`src/rtl/imul_varlat_nbit.sv`:
```
// rtl/imul_varlat_nbit.sv - variable-latency shift-add multiplier with zero-skip and domain tag
// Optional macro IMUL_LATENCY_COUNT_EN adds the out_cycles CALC-cycle counter output.
module imul_varlat_nbit #(
  parameter int NBITS     = 32,
  parameter int MAX_SHAMT = 4
) (
  input  logic             clk,
  input  logic             reset,
  input  logic             in_val,
  output logic             in_rdy,
  input  logic [NBITS-1:0] in_a,
  input  logic [NBITS-1:0] in_b,
  input  logic             in_sd,
  output logic             out_val,
  input  logic             out_rdy,
  output logic [NBITS-1:0] out_result,
  output logic             out_sd
`ifdef IMUL_LATENCY_COUNT_EN
  ,
  output logic [$clog2(NBITS+3)-1:0] out_cycles
`endif
);

  localparam int SW = $clog2(MAX_SHAMT + 1);

  typedef enum logic [1:0] {
    IDLE = 2'd0,
    CALC = 2'd1,
    DONE = 2'd2
  } state_t;

  state_t           state;
  state_t           state_next;
  logic [NBITS-1:0] a_reg;
  logic [NBITS-1:0] b_reg;
  logic [NBITS-1:0] result_reg;
  logic             sd_reg;
  logic [SW-1:0]    sh;
  logic             in_go;
  logic             out_go;

  assign in_go  = in_val && in_rdy;
  assign out_go = out_val && out_rdy;

  // State register; reset always lands in IDLE, dropping any in-flight work.
  always_ff @(posedge clk) begin
    if (reset) state <= IDLE;
    else       state <= state_next;
  end

  // Next-state and handshake outputs; one transaction in flight at a time.
  always_comb begin
    state_next = state;
    in_rdy     = 1'b0;
    out_val    = 1'b0;
    case (state)
      IDLE: begin
        in_rdy = 1'b1;
        if (in_go) state_next = CALC;
      end
      CALC: begin
        if (b_reg == '0) state_next = DONE;
      end
      DONE: begin
        out_val = 1'b1;
        if (out_go) state_next = IDLE;
      end
      default: state_next = IDLE;
    endcase
  end

  // Trailing-zero count of b_reg, saturated at MAX_SHAMT; only used when b_reg[0]==0.
  always_comb begin
    logic found;
    sh    = '0;
    found = 1'b0;
    for (int i = 0; i < MAX_SHAMT; i++) begin
      if (!found) begin
        if (b_reg[i]) found = 1'b1;
        else          sh    = SW'(i + 1);
      end
    end
  end

  // Datapath: load on accept, then add-and-shift or skip zero runs until b_reg empties.
  always_ff @(posedge clk) begin
    if (reset) begin
      a_reg      <= '0;
      b_reg      <= '0;
      result_reg <= '0;
      sd_reg     <= 1'b0;
    end else begin
      case (state)
        IDLE: begin
          if (in_go) begin
            a_reg      <= in_a;
            b_reg      <= in_b;
            sd_reg     <= in_sd;
            result_reg <= '0;
          end
        end
        CALC: begin
          if (b_reg != '0) begin
            if (b_reg[0]) begin
              result_reg <= result_reg + a_reg;
              a_reg      <= a_reg << 1;
              b_reg      <= b_reg >> 1;
            end else begin
              a_reg <= a_reg << sh;
              b_reg <= b_reg >> sh;
            end
          end
        end
        default: ;
      endcase
    end
  end

  assign out_result = result_reg;
  assign out_sd     = sd_reg;

`ifdef IMUL_LATENCY_COUNT_EN
  // Counts CALC cycles of the current transaction; holds through DONE.
  always_ff @(posedge clk) begin
    if (reset)                      out_cycles <= '0;
    else if (state == IDLE && in_go) out_cycles <= '0;
    else if (state == CALC)         out_cycles <= out_cycles + 1'b1;
  end
`endif

  // Handshake signals must always be known once out of reset.
  a_no_x : assert property (@(posedge clk) disable iff (reset)
    !$isunknown({in_val, out_rdy, in_rdy, out_val}));

endmodule

```
`config.mk`:
```
export PLATFORM = sky130hd
export DESIGN_NAME = imul_varlat_nbit
export DESIGN_NICKNAME = d
export VERILOG_FILES = /design/src/rtl/imul_varlat_nbit.sv
export SDC_FILE = /design/constraint.sdc
export NUM_CORES = 1
export LEC_CHECK = 0
export CORE_ASPECT_RATIO = 1.5
export CORE_MARGIN = 2
export CORE_UTILIZATION = 30
export DETAILED_ROUTE_END_ITERATION = 10
export SLEW_MARGIN = 20
export SYNTH_ARGS = -nofsm -noshare
export SYNTH_HDL_FRONTEND = slang
export SYNTH_SLANG_ARGS = --single-unit
```
`constraint.sdc`:
```
create_clock -name clk -period 4.1 [get_ports clk]
set_clock_uncertainty 0.15 [all_clocks]
set_input_delay 0.82 -clock clk [delete_from_list [all_inputs] [get_ports clk]]
set_output_delay 0.82 -clock clk [all_outputs]
set_load 0.1 [all_outputs]
```
Word-level counts from Yosys, hierarchy flattened
Cells that the tools add are included.
- add/sub/neg operators: 1
- equality and inequality tests: 7
- shift operators: 2
- muxes and demuxes: 30
- reductions and logical operators: 10
- operators with widths (kind ; count):
    32-bit two-way mux ; 9
    32-bit one-hot mux with 2 select lines ; 3
    32-bit adder ; 1
    32-bit zero test ; 1
    32-bit nonzero test ; 1
    32-bit by 3-bit left shift with 32-bit output ; 1
    32-bit by 3-bit >> shifter with 32-bit output ; 1
    3-bit two-way mux ; 6
    2-bit inequality test, second input constant ; 5
    1-bit two-way mux ; 8
    2-bit two-way mux ; 3
    2-bit one-hot mux with 3 select lines ; 1
    3-bit AND reduction ; 2
    4-bit AND reduction ; 1
    2-bit by 1-bit equality test with 1-bit output, second input constant ; 1
    2-bit equality test, second input constant ; 1
    1-bit logical AND ; 2
    2-bit zero test ; 1
    2-bit AND reduction ; 1
    2-bit nonzero test ; 1
- register bits: 99
- input bits: 69
- output and inout bits: 35
- logic and storage cells: 55

Logic depth before layout (Yosys ltp)
- word-level depth: 11
- mapped depth: 11
- mapped depth without buffers: 11

Worst setup path before layout
OpenSTA, ideal clock, no wires.
- path kind: reg-to-reg
- from: reg result_reg[0] (netlist: out_result[0])
- to: reg result_reg[28] (netlist: out_result[28])
- setup time: 0.119 ns
- arrival: 3.233 ns
- required time: 3.831 ns
- slack: 0.598 ns
- cell stages (with the launch flop): 12
- buffers on the path: 0
- period minus slack after synthesis: 3.502 ns
- path through: dfxtp_1 ha_1 inv_1 fa_1 nor2b_1 o311ai_1 a31oi_1 a41oi_1 o21ai_1 a31oi_2 mux2i_1 a32o_1
- cells in the longest elaborated chain, start to end: 4
- ends and longest elaborated chain (element ; line ; source):
    from (decl) ; 36 ; logic [NBITS-1:0] result_reg;
    from (signal assigned) ; 105 ; result_reg <= result_reg + a_reg;
    32-bit adder ; 105 ;
    32-bit two-way mux ; 104 ; if (b_reg[0]) begin
    32-bit two-way mux ; 103 ; if (b_reg != '0) begin
    32-bit one-hot mux with 2 select lines ; 93 ; case (state)
Every way passes these cells. The select of a mux whose other input is x is not followed.
A chain may end at the register's enable or synchronous reset.

Worst setup path after layout
- from: reg a_reg[0]
- to: reg result_reg[28] (netlist: out_result[28])
- cells in the longest elaborated chain, start to end: 4
- ends and longest elaborated chain (element ; line ; source):
    from (decl) ; 34 ; logic [NBITS-1:0] a_reg;
    from (signal assigned) ; 96 ; a_reg <= in_a;
    from (signal assigned) ; 106 ; a_reg <= a_reg << 1;
    from (signal assigned) ; 109 ; a_reg <= a_reg << sh;
    32-bit adder ; 105 ;
    32-bit two-way mux ; 104 ;
    32-bit two-way mux ; 103 ;
    32-bit one-hot mux with 2 select lines ; 93 ;
Every way passes these cells. The select of a mux whose other input is x is not followed.

==> flow_metrics.env <==
export IMPL_via_per_inst=5.70
export IMPL_hold_path_depth=2
export IMPL_synth_area_leader_cell="dfxtp_1"
export IMPL_fin_crit_sh_pct=84.5
export IMPL_required_ns=4.21
export IMPL_crit_family="compound AO/OA/AOI/OAI gates"
export IMPL_hpwl_um=19400
export IMPL_min_path_type="reg2reg"
export IMPL_synth_top_area_share_pct=25.2
export IMPL_crit_reg2reg_launch="a_reg[0]"
export IMPL_r2r_cells=11
export IMPL_areaGrowthSynthToFinish_pct=19.2
export IMPL_cts_sinks=99
export IMPL_antenna_found_initial=0
export IMPL_core_area_um2=25800
export IMPL_min_to="out_sd"
export IMPL_cts_tree="done"
export IMPL_design_area_um2=9370
export IMPL_setup_viol=0
export IMPL_cp_max_fo=6
export IMPL_drc=0
export IMPL_grt_pass1_vias=8043
export IMPL_drive_gt1_share_pct=6.16
export IMPL_cp_buffers_inverters=1
export IMPL_cts_resized=0
export IMPL_routed_wirelength_um=27300
export IMPL_startpoint_type="flip-flop"
export IMPL_port_buffers=103
export IMPL_cpMaxStageDelayCell="a31oi_1"
export IMPL_hold_violations=0
export IMPL_boundaryPins=104
export IMPL_synth_common_cells="nor2_1 (141), nand2_1 (108), a21oi_1 (100)"
export IMPL_postCtsSetupBuffers=0
export IMPL_postCtsHoldBufs=0
export IMPL_clk_pin_slew_ns=0.07
export IMPL_grt_pass1_wl_um=43000
export IMPL_via_count=8008
export IMPL_timing_rr_end="out_result[28]"
export IMPL_ys_flop_type="dfxtp_1"
export IMPL_worstMarginPinSlew_ns=1.00
export IMPL_place_area_um2=9090
export IMPL_post_place_ws_ns=0.696
export IMPL_arrival_ns=3.57
export IMPL_antenna_cells=0
export IMPL_synth_cells=1021
export IMPL_fmax_mhz=289
export IMPL_synth_edff_count=0
export IMPL_initial_core_util_pct=30.5
export IMPL_final_antenna_net_count=0
export IMPL_yosysSeqAreaShare_pct=25.2
export IMPL_overflow=0
export IMPL_h_tree_depth=3
export IMPL_initialDrtViolationCount=670
export IMPL_drv_cap=0
export IMPL_routedWlPerCell_um=19.4
export IMPL_slew_headroom_pct=32.9
export IMPL_power_mw=3.25
export IMPL_crit_path_end_kind="flip-flop"
export IMPL_p_per_area_nw_per_um2=347
export IMPL_fin_nets=1168
export IMPL_rrSetupSlack_ns=0.64
export IMPL_netlist_area_um2=7860
export IMPL_period_minus_slack_ns=3.46
export IMPL_grt_start_max_net_pins=70
export IMPL_clk_latency_ns=0.36
export IMPL_fin_setup_tns_ns=0
export IMPL_yosys_warnings=0
export IMPL_synth_cell_type_count=68
export IMPL_dp_cells=1389
export IMPL_die_area_um2=27600
export IMPL_path_cells="ha_1 -> inv_1 -> fa_1 -> nor2b_1 -> o311ai_1 -> a31oi_1 -> a41oi_1 -> o21ai_1 -> a31oi_2 -> mux2i_1 -> a32o_1"
export IMPL_hp_start="out_sd"
export IMPL_vdd_drop_max_v=0.000211
export IMPL_clock_path_buffers=2
export IMPL_cellLeakagePower_nw=3.81
export IMPL_row_count=72
export IMPL_fp_dieH_um=202
export IMPL_cts_made_buffers=9
export IMPL_fin_ws_ns=0.636
export IMPL_yosysMostFrequentCell="nor2_1"
export IMPL_slew_violations=0
export IMPL_drt_first_pass_iters=5
export IMPL_rsz0062_at_grt="false"
export IMPL_ys_async_sr_fraction_pct=0
export IMPL_critPathMaxStageDelay_ns=0.45
export IMPL_crit_start="a_reg[0]"
export IMPL_synth_seq_cells=99
export IMPL_critPathKind="reg2reg"
export IMPL_fin_cells=1405
export IMPL_synth_area_leaders="dfxtp_1 (25%), mux2i_1 (11%), nor2_1 (6.7%)"
export IMPL_track_usage_pct=19.7
export IMPL_avgSynthCellArea_um2=7.70
export IMPL_finalWeightedCongestion=0.853
export IMPL_syn_nets=1122
export IMPL_status="complete, no violations"
export IMPL_die_x_um=136
export IMPL_cts_root_buf="clkbuf_16"
cell type report:
cell class                 count  area [um2]
timing repair buffer         121        1190
clock buffer                  10         239
fill                        2778       16400
tap                          333         417
clock inverter                 6        40.0
sequential                    99        1980
multi-input combinational    825        5460
inverter                      11        41.3
report_power, final:
part,leakage [nW],switching (mW),internal (mW)
clock,0.139,0.417,0.429
combinational,2.86,0.746,0.487
sequential,0.812,0.134,1.04
logic make-up after synthesis:
kind of cell,after synthesis,synth area share (%)
compound gates,332,28.1
xor+xnor,28,3.12
fa+ha+maj,32,5.19
buf+inv,97,5.65
flops,99,25.2
mux,97,14.0
simple gates,336,18.7
worst max path at each step:
| stage | cells past startpoint | slack (ns) | end |
|---|---|---|---|
| floorplan | 11 | 0.60 | out_result[28] |
| global placement | 11 | 0.79 | out_result[28] |
| detailed placement | 11 | 0.70 | out_result[28] |
| CTS | 11 | 0.67 | out_result[28] |
| global route | 11 | 0.47 | out_result[28] |
| finish | 11 | 0.64 | out_result[28] |
cell usage in the layout, fill, tap and decap left out, types with 3 or more instances in the layout:
cell             instances
o211ai_1                15
a21o_1                  18
or2_2                    3
o21ai_0                 49
mux2i_1                 85
mux4_2                  10
buf_4                   16
nand2_1                108
xnor2_1                 13
nor2b_1                  5
nor4b_1                  3
and4_1                   4
or3_1                    3
a22oi_1                 31
o21ai_1                  4
o311ai_0                 7
nor4_1                  10
nor2_1                 140
clkdlybuf4s50_1        102
nand3_1                 21
xor2_1                  15
a32oi_1                  4
nand4_1                  5
inv_1                   10
ha_1                    31
a221oi_1                16
dfxtp_1                 98
clkbuf_16                9
nor3_1                  17
o311ai_1                 3
clkinv_2                 3
a21oi_1                100
a311oi_1                11
a211oi_1                46
worst reg2reg max path, stage by stage (launching register included):
cell      delay (ns)
dfxtp_1         0.43
ha_1            0.24
inv_1           0.07
fa_1            0.39
nor2b_1         0.18
o311ai_1        0.18
a31oi_1         0.45
a41oi_1         0.25
o21ai_1         0.43
a31oi_2         0.19
mux2i_1         0.15
a32o_1          0.25
layer usage:
metal | up-vias | global-route usage (%) | part of all wire [%]
met3 | 59 | 2.38 | 4.4
met1 | 3819 | 23.5 | 41
li1 | 3883 | - | -
met2 | 247 | 35.7 | 52
met5 | - | 0 | 0
met4 | 0 | 7.22 | 3.2
metrics by stage:
| step | utilization [%] | hold WS, ns |
|---|---|---|
| finish | 36.4 | 0.309 |
| global route | 36.4 | 0.345 |
| CTS | 36.4 | 0.313 |
| detailed placement | 35.3 | 0.302 |
| global placement | 35.3 | 0.298 |
| floorplan | - | 0.319 |
(Power assumes the default switching activity.)
==> patch 1: new RTL, same flow settings <==
The parameter `NBITS` goes from 32 to 64.
--- a/src/rtl/imul_varlat_nbit.sv
+++ b/src/rtl/imul_varlat_nbit.sv
@@ -3,3 +3,3 @@
 module imul_varlat_nbit #(
-  parameter int NBITS     = 32,
+  parameter int NBITS     = 64,
   parameter int MAX_SHAMT = 4
Interface: changed (resized in_a, in_b and out_result); port bits go from 104 to 200. No check against the original RTL was run, so the function may have changed too.
==> patch 1 against the unedited design <==
The run now ends with design-rule violations left. Area after synthesis is 99% higher. First-iteration DRC count is 99% higher. Routed wire length is 120% higher. Sequential cell count is 96 higher. Worst setup slack worse by 330 ps. Utilization is 0.10 points higher. Global-route usage is 1.9 points higher. Final cell count is 110% higher. Critical path depth is 3 higher. Sequential share of layout area is 0.38 points lower. Final area is 100% higher. Clock power is 120% higher. Power is 100% higher. Critical path type unchanged.
==> patch 1: results (changes against the unedited design) <==
- Number of synthesis warnings: 0 (unchanged)
- Layout cells sized above 1: 5.37% (was 6.16%)
- Violated checks: design-rule violations
- Total GRT Usage: 21.6% (was 19.7%)
- Post-synth top area share: 24.9% (was 25.2%)
- Drt first-iter violations: 1330 (was 670)
- Num CTS Buffers: 17 (was 9)
- Mean Syn Cell Area: 7.34 um2 (was 7.70 um2)
- Syn nets: 2330 (was 1122)
- Routed length per placed instance: 20.5 um (was 19.4 um)
- Setup WS pre-CTS: 345 ps (was 696 ps)
- DP HPWL: 43300 um (was 19400 um)
- H-tree depth: 4 (was 3)
- Proportion of synthesized area in mux cells: 10.7% (was 14.0%)
- Largest net degree at the start of global routing: 125 (was 70)
- Maximum fanout along the worst path: 6 (unchanged)
- Netlist cell types: 78 (was 68)
- Initial antenna violation count: 1 (was 0)
- DR DRC count: 2 (was 0)
- Xor/xnor share of the synthesized area: 3.29% (was 3.12%)
- First-pass GRT wire length: 92600 um (was 43000 um)
- Sequential fraction of the synthesis area: 24.9% (was 25.2%)
- TritonRoute pass-1 iters: 8 (was 5)
- Fin cells: 2892 (was 1405)
- Worst-Skew Late Latency: 480 ps (was 360 ps)
- I/O Buffers: 199 (was 103)
- Synth top cells by count: nand2_1, a21oi_1, dfxtp_1, mux2i_1, clkbuf_1 (was nor2_1, nand2_1, a21oi_1, dfxtp_1, mux2i_1)
- Final period util: 92.6% (was 84.5%)
- Lkg Pwr: 6.88 nW (was 3.81 nW)
- Maximum vdd ir drop: 0.351 mV (was 0.211 mV)
- R2r worst-path depth: 14 (was 11)
- Slew headroom: 25.7% (was 32.9%)
- GP Congestion: 0.920 (was 0.853)
- Nets: 2399 (was 1168)
- Hold WS: 306 ps (was 309 ps)
- Vias in the first global route: 16200 (was 8043)
- Synth Area in Compound Gates: 29.9% (was 28.1%)
- Max clock buf depth: 2 (unchanged)
- Setup crit end: out_result[62]$_SDFFE_PP0P_ (was out_result[28]$_SDFFE_PP0P_)
- Fillcell total: 5461 (was 2778)
- Worst R2R Setup Slack: 300 ps (was 640 ps)
- Synth area leaders: dfxtp_1, nand2_1, mux2i_1, a21oi_1, o211ai_1 (was dfxtp_1, mux2i_1, nor2_1, a21oi_1, nand2_1)
- CP arrival: 4010 ps (was 3570 ps)
- Status: complete, but fails checks (was complete, no violations)
- Post-DP Area: 18200 um2 (was 9090 um2)
==> patch 1: cell types whose count changed in the layout (fill, tap and decap cells not counted), moves of 65 or more <==
cell | before | now
a21oi_1 | 100 | 213
o211ai_1 | 15 | 115
nand2_1 | 108 | 408
clkdlybuf4s50_1 | 102 | 196
nand3_1 | 21 | 112
mux2i_1 | 85 | 150
dfxtp_1 | 98 | 194
==> patch 1: routing by layer <==
| metal | up-vias | wire length [um] | track usage (%) |
|---|---|---|---|
| li1 | 8029 | - | - |
| met3 | 102 | 2770 | 2.46 |
| met5 | - | 16 | 0 |
| met2 | 555 | 31300 | 40.0 |
| met4 | 2 | 2390 | 9.90 |
| met1 | 7911 | 22800 | 24.3 |
==> patch 1: worst max-delay path, cell delays in order (launching register included) <==
cell	delay, ps
dfxtp_1	420
ha_1	200
inv_1	50
fa_1	410
nand2b_1	200
a21oi_2	180
o21ai_0	160
a21oi_1	270
o2111ai_1	280
a31oi_1	460
a221o_2	290
a21oi_1	110
o31ai_1	290
xnor2_1	150
o21ai_1	70
==> patch 1: layout make-up <==
cell class | count | share of cell area [%]
diodes | 1 | 0.0133
clock buffers | 17 | 2.26
clock inverters | 15 | 0.945
inverters | 20 | 0.399
multi-input cells | 1735 | 58.7
flip-flops and latches | 195 | 20.8
well taps | 676 | 4.50
repair buffers | 233 | 12.4
==> patch 1: where the power goes <==
part           leakage (nW)  switching [mW]  internal (mW)
clock network         0.295           0.866          0.967
registers              1.60           0.220           2.04
logic                  4.99            1.59          0.910
==> patch 1: logic make-up after synthesis <==
family	after synthesis
AO/OA/AOI/OAI	685
XOR/XNOR	58
adder cells (fa/ha/maj)	64
buffers and inverters	203
flip-flops	195
multiplexers	161
AND/OR/NAND/NOR	767
==> patch 2: new RTL, same settings <==
Without the edit above. Encoding of `state_t`: now one-hot (3 bits for 3 states).
--- a/src/rtl/imul_varlat_nbit.sv
+++ b/src/rtl/imul_varlat_nbit.sv
@@ -25,6 +25,6 @@
 
-  typedef enum logic [1:0] {
-    IDLE = 2'd0,
-    CALC = 2'd1,
-    DONE = 2'd2
+  typedef enum logic [2:0] {
+    IDLE = 3'b001,
+    CALC = 3'b010,
+    DONE = 3'b100
   } state_t;
Check against the original RTL: same outputs for any inputs over 4 cycles, from zero or initial values and one cycle with reset high; so few cycles prove little.
==> patch 2 against the unedited design <==
Fmax increased by 3.4%. Routed wire length decreased by 9.0%. Area after synthesis increased by 0.18%. Sequential power decreased by 4%. Worst setup slack improved by 120 ps. Sequential cell count increased by 1. Power decreased by 6.7%. First-iteration DRC count decreased by 22%. Final area increased by 0.41%. Critical path type unchanged. Highest routed layer unchanged.
==> patch 2: results (changes against the unedited design) <==
- Status: complete, no violations (unchanged)
- Mean Syn Cell Area: 7.66 um2 (was 7.70 um2)
- Setup crit end: out_result[30]$_SDFFE_PP0P_ (was out_result[28]$_SDFFE_PP0P_)
- Total GRT Usage: 18.0% (was 19.7%)
- Hold WS: 311 ps (was 309 ps)
- Maximum vdd ir drop: 0.216 mV (was 0.211 mV)
- CP arrival: 3460 ps (was 3570 ps)
- Total Wirelength: 24800 um (was 27300 um)
- Fillcell total: 2775 (was 2778)
- Clock-cell share: 3.46% (was 2.98%)
- Synth area leaders: dfxtp_1, mux2i_1, nor2_1, a21oi_1, nand2_1 (unchanged)
- DP HPWL: 18100 um (was 19400 um)
- Maximum fanout along the worst path: 6 (unchanged)
- Worst setup SP type: flop (unchanged)
- Post-DP Area: 9080 um2 (was 9090 um2)
- Slowest cell on crit path: o31ai_1 (was a31oi_1)
- CP top delay family: compound AO/OA/AOI/OAI gates (unchanged)
- Power per cell area: 322 nW/um2 (was 347 nW/um2)
- Switching Power: 1.09 mW (was 1.30 mW)
- Clock Tree Root: clkbuf_16 (unchanged)
- Placed Cells incl. Taps: 1393 (was 1389)
- First-pass GRT wire length: 40000 um (was 43000 um)
- Number of synthesis warnings: 0 (unchanged)
- Clock buffers: 9 (was 10)
- Nets: 1172 (was 1168)
- Netlist cell types: 67 (was 68)
- Non-clock buffer share: 12.4% (was 12.7%)
- Syn nets: 1129 (was 1122)
- Non-CTS buffers: 118 (was 121)
- GP Congestion: 0.892 (was 0.853)
- H-tree depth: 3 (unchanged)
- Seq/total area: 21.3% (was 21.2%)
- Pin slew with the least headroom to its limit: 1010 ps (was 1000 ps)
- #FFs+latches synth: 100 (was 99)
- Clock power frac: 31.7% (was 26.1%)
- Multi-input logic portion of the cell area: 57.7% (was 58.3%)
- Post-CTS Setup Repair Bufs: 0 (unchanged)
- Reg2reg start: a_reg[0]$_SDFFE_PP0P_ (unchanged)
- Hold WC Path Type: flop to flop (unchanged)
- Vias/cell: 5.62 (was 5.70)
- Clk slew on worst S/H paths: roughly 80 ps
- I/O Buffers: 103 (unchanged)
- Largest net degree at the start of global routing: 112 (was 70)
- Vias in the first global route: 7731 (was 8043)
- Worst R2R Setup Slack: 750 ps (was 640 ps)
- Logic inverters: 16 (was 11)
- Synth top cells by count: nor2_1, nand2_1, a21oi_1, dfxtp_1, mux2i_1 (unchanged)
- Lkg Pwr: 3.49 nW (was 3.81 nW)
- Layout cells sized above 1: 6.41% (was 6.16%)
- Combinational share of power: 31.2% (was 37.9%)
- Sequential fraction of the synthesis area: 25.4% (was 25.2%)
- Multi-input gate count: 826 (was 825)
- TritonRoute pass-1 iters: 7 (was 5)
- Routed length per placed instance: 17.6 um (was 19.4 um)
- Fin crit period: 3350 ps (was 3460 ps)
- Multi-input gate area: 5430 um2 (was 5460 um2)
- RR Endpoint: out_result[30]$_SDFFE_PP0P_ (was out_result[28]$_SDFFE_PP0P_)
- Setup WS pre-CTS: 759 ps (was 696 ps)
- Drt first-iter violations: 520 (was 670)
- Layout Utilization: 36.5% (was 36.4%)
## patch 2: cell count changes after synthesis, moves of 8 or more
| cell | delta |
|---|---|
| a311oi_1 | +27 |
| mux2i_1 | -17 |
| a22o_1 | +15 |
| o21ai_0 | -25 |
| a221oi_1 | -9 |
| a211oi_1 | -24 |
| a22oi_1 | +9 |
| nand3_1 | +10 |
| a21oi_1 | +8 |
| nor3_1 | -9 |
## patch 2: cells by family after synthesis
group / after synthesis / synth area share (%)
compound gates: 334 / 29.2
simple gates: 357 / 19.9
fa+ha+maj: 32 / 5.18
xor+xnor: 22 / 2.45
flops: 100 / 25.4
buf+inv: 102 / 5.92
mux: 81 / 11.9
## patch 2: routing by layer
layer	share of wire (%)	global-route usage, %	wire (um)
met1	40	21.0	10100
met2	52	32.8	13000
met3	3.5	1.80	880
met4	3.8	7.92	941
met5	0	0	0
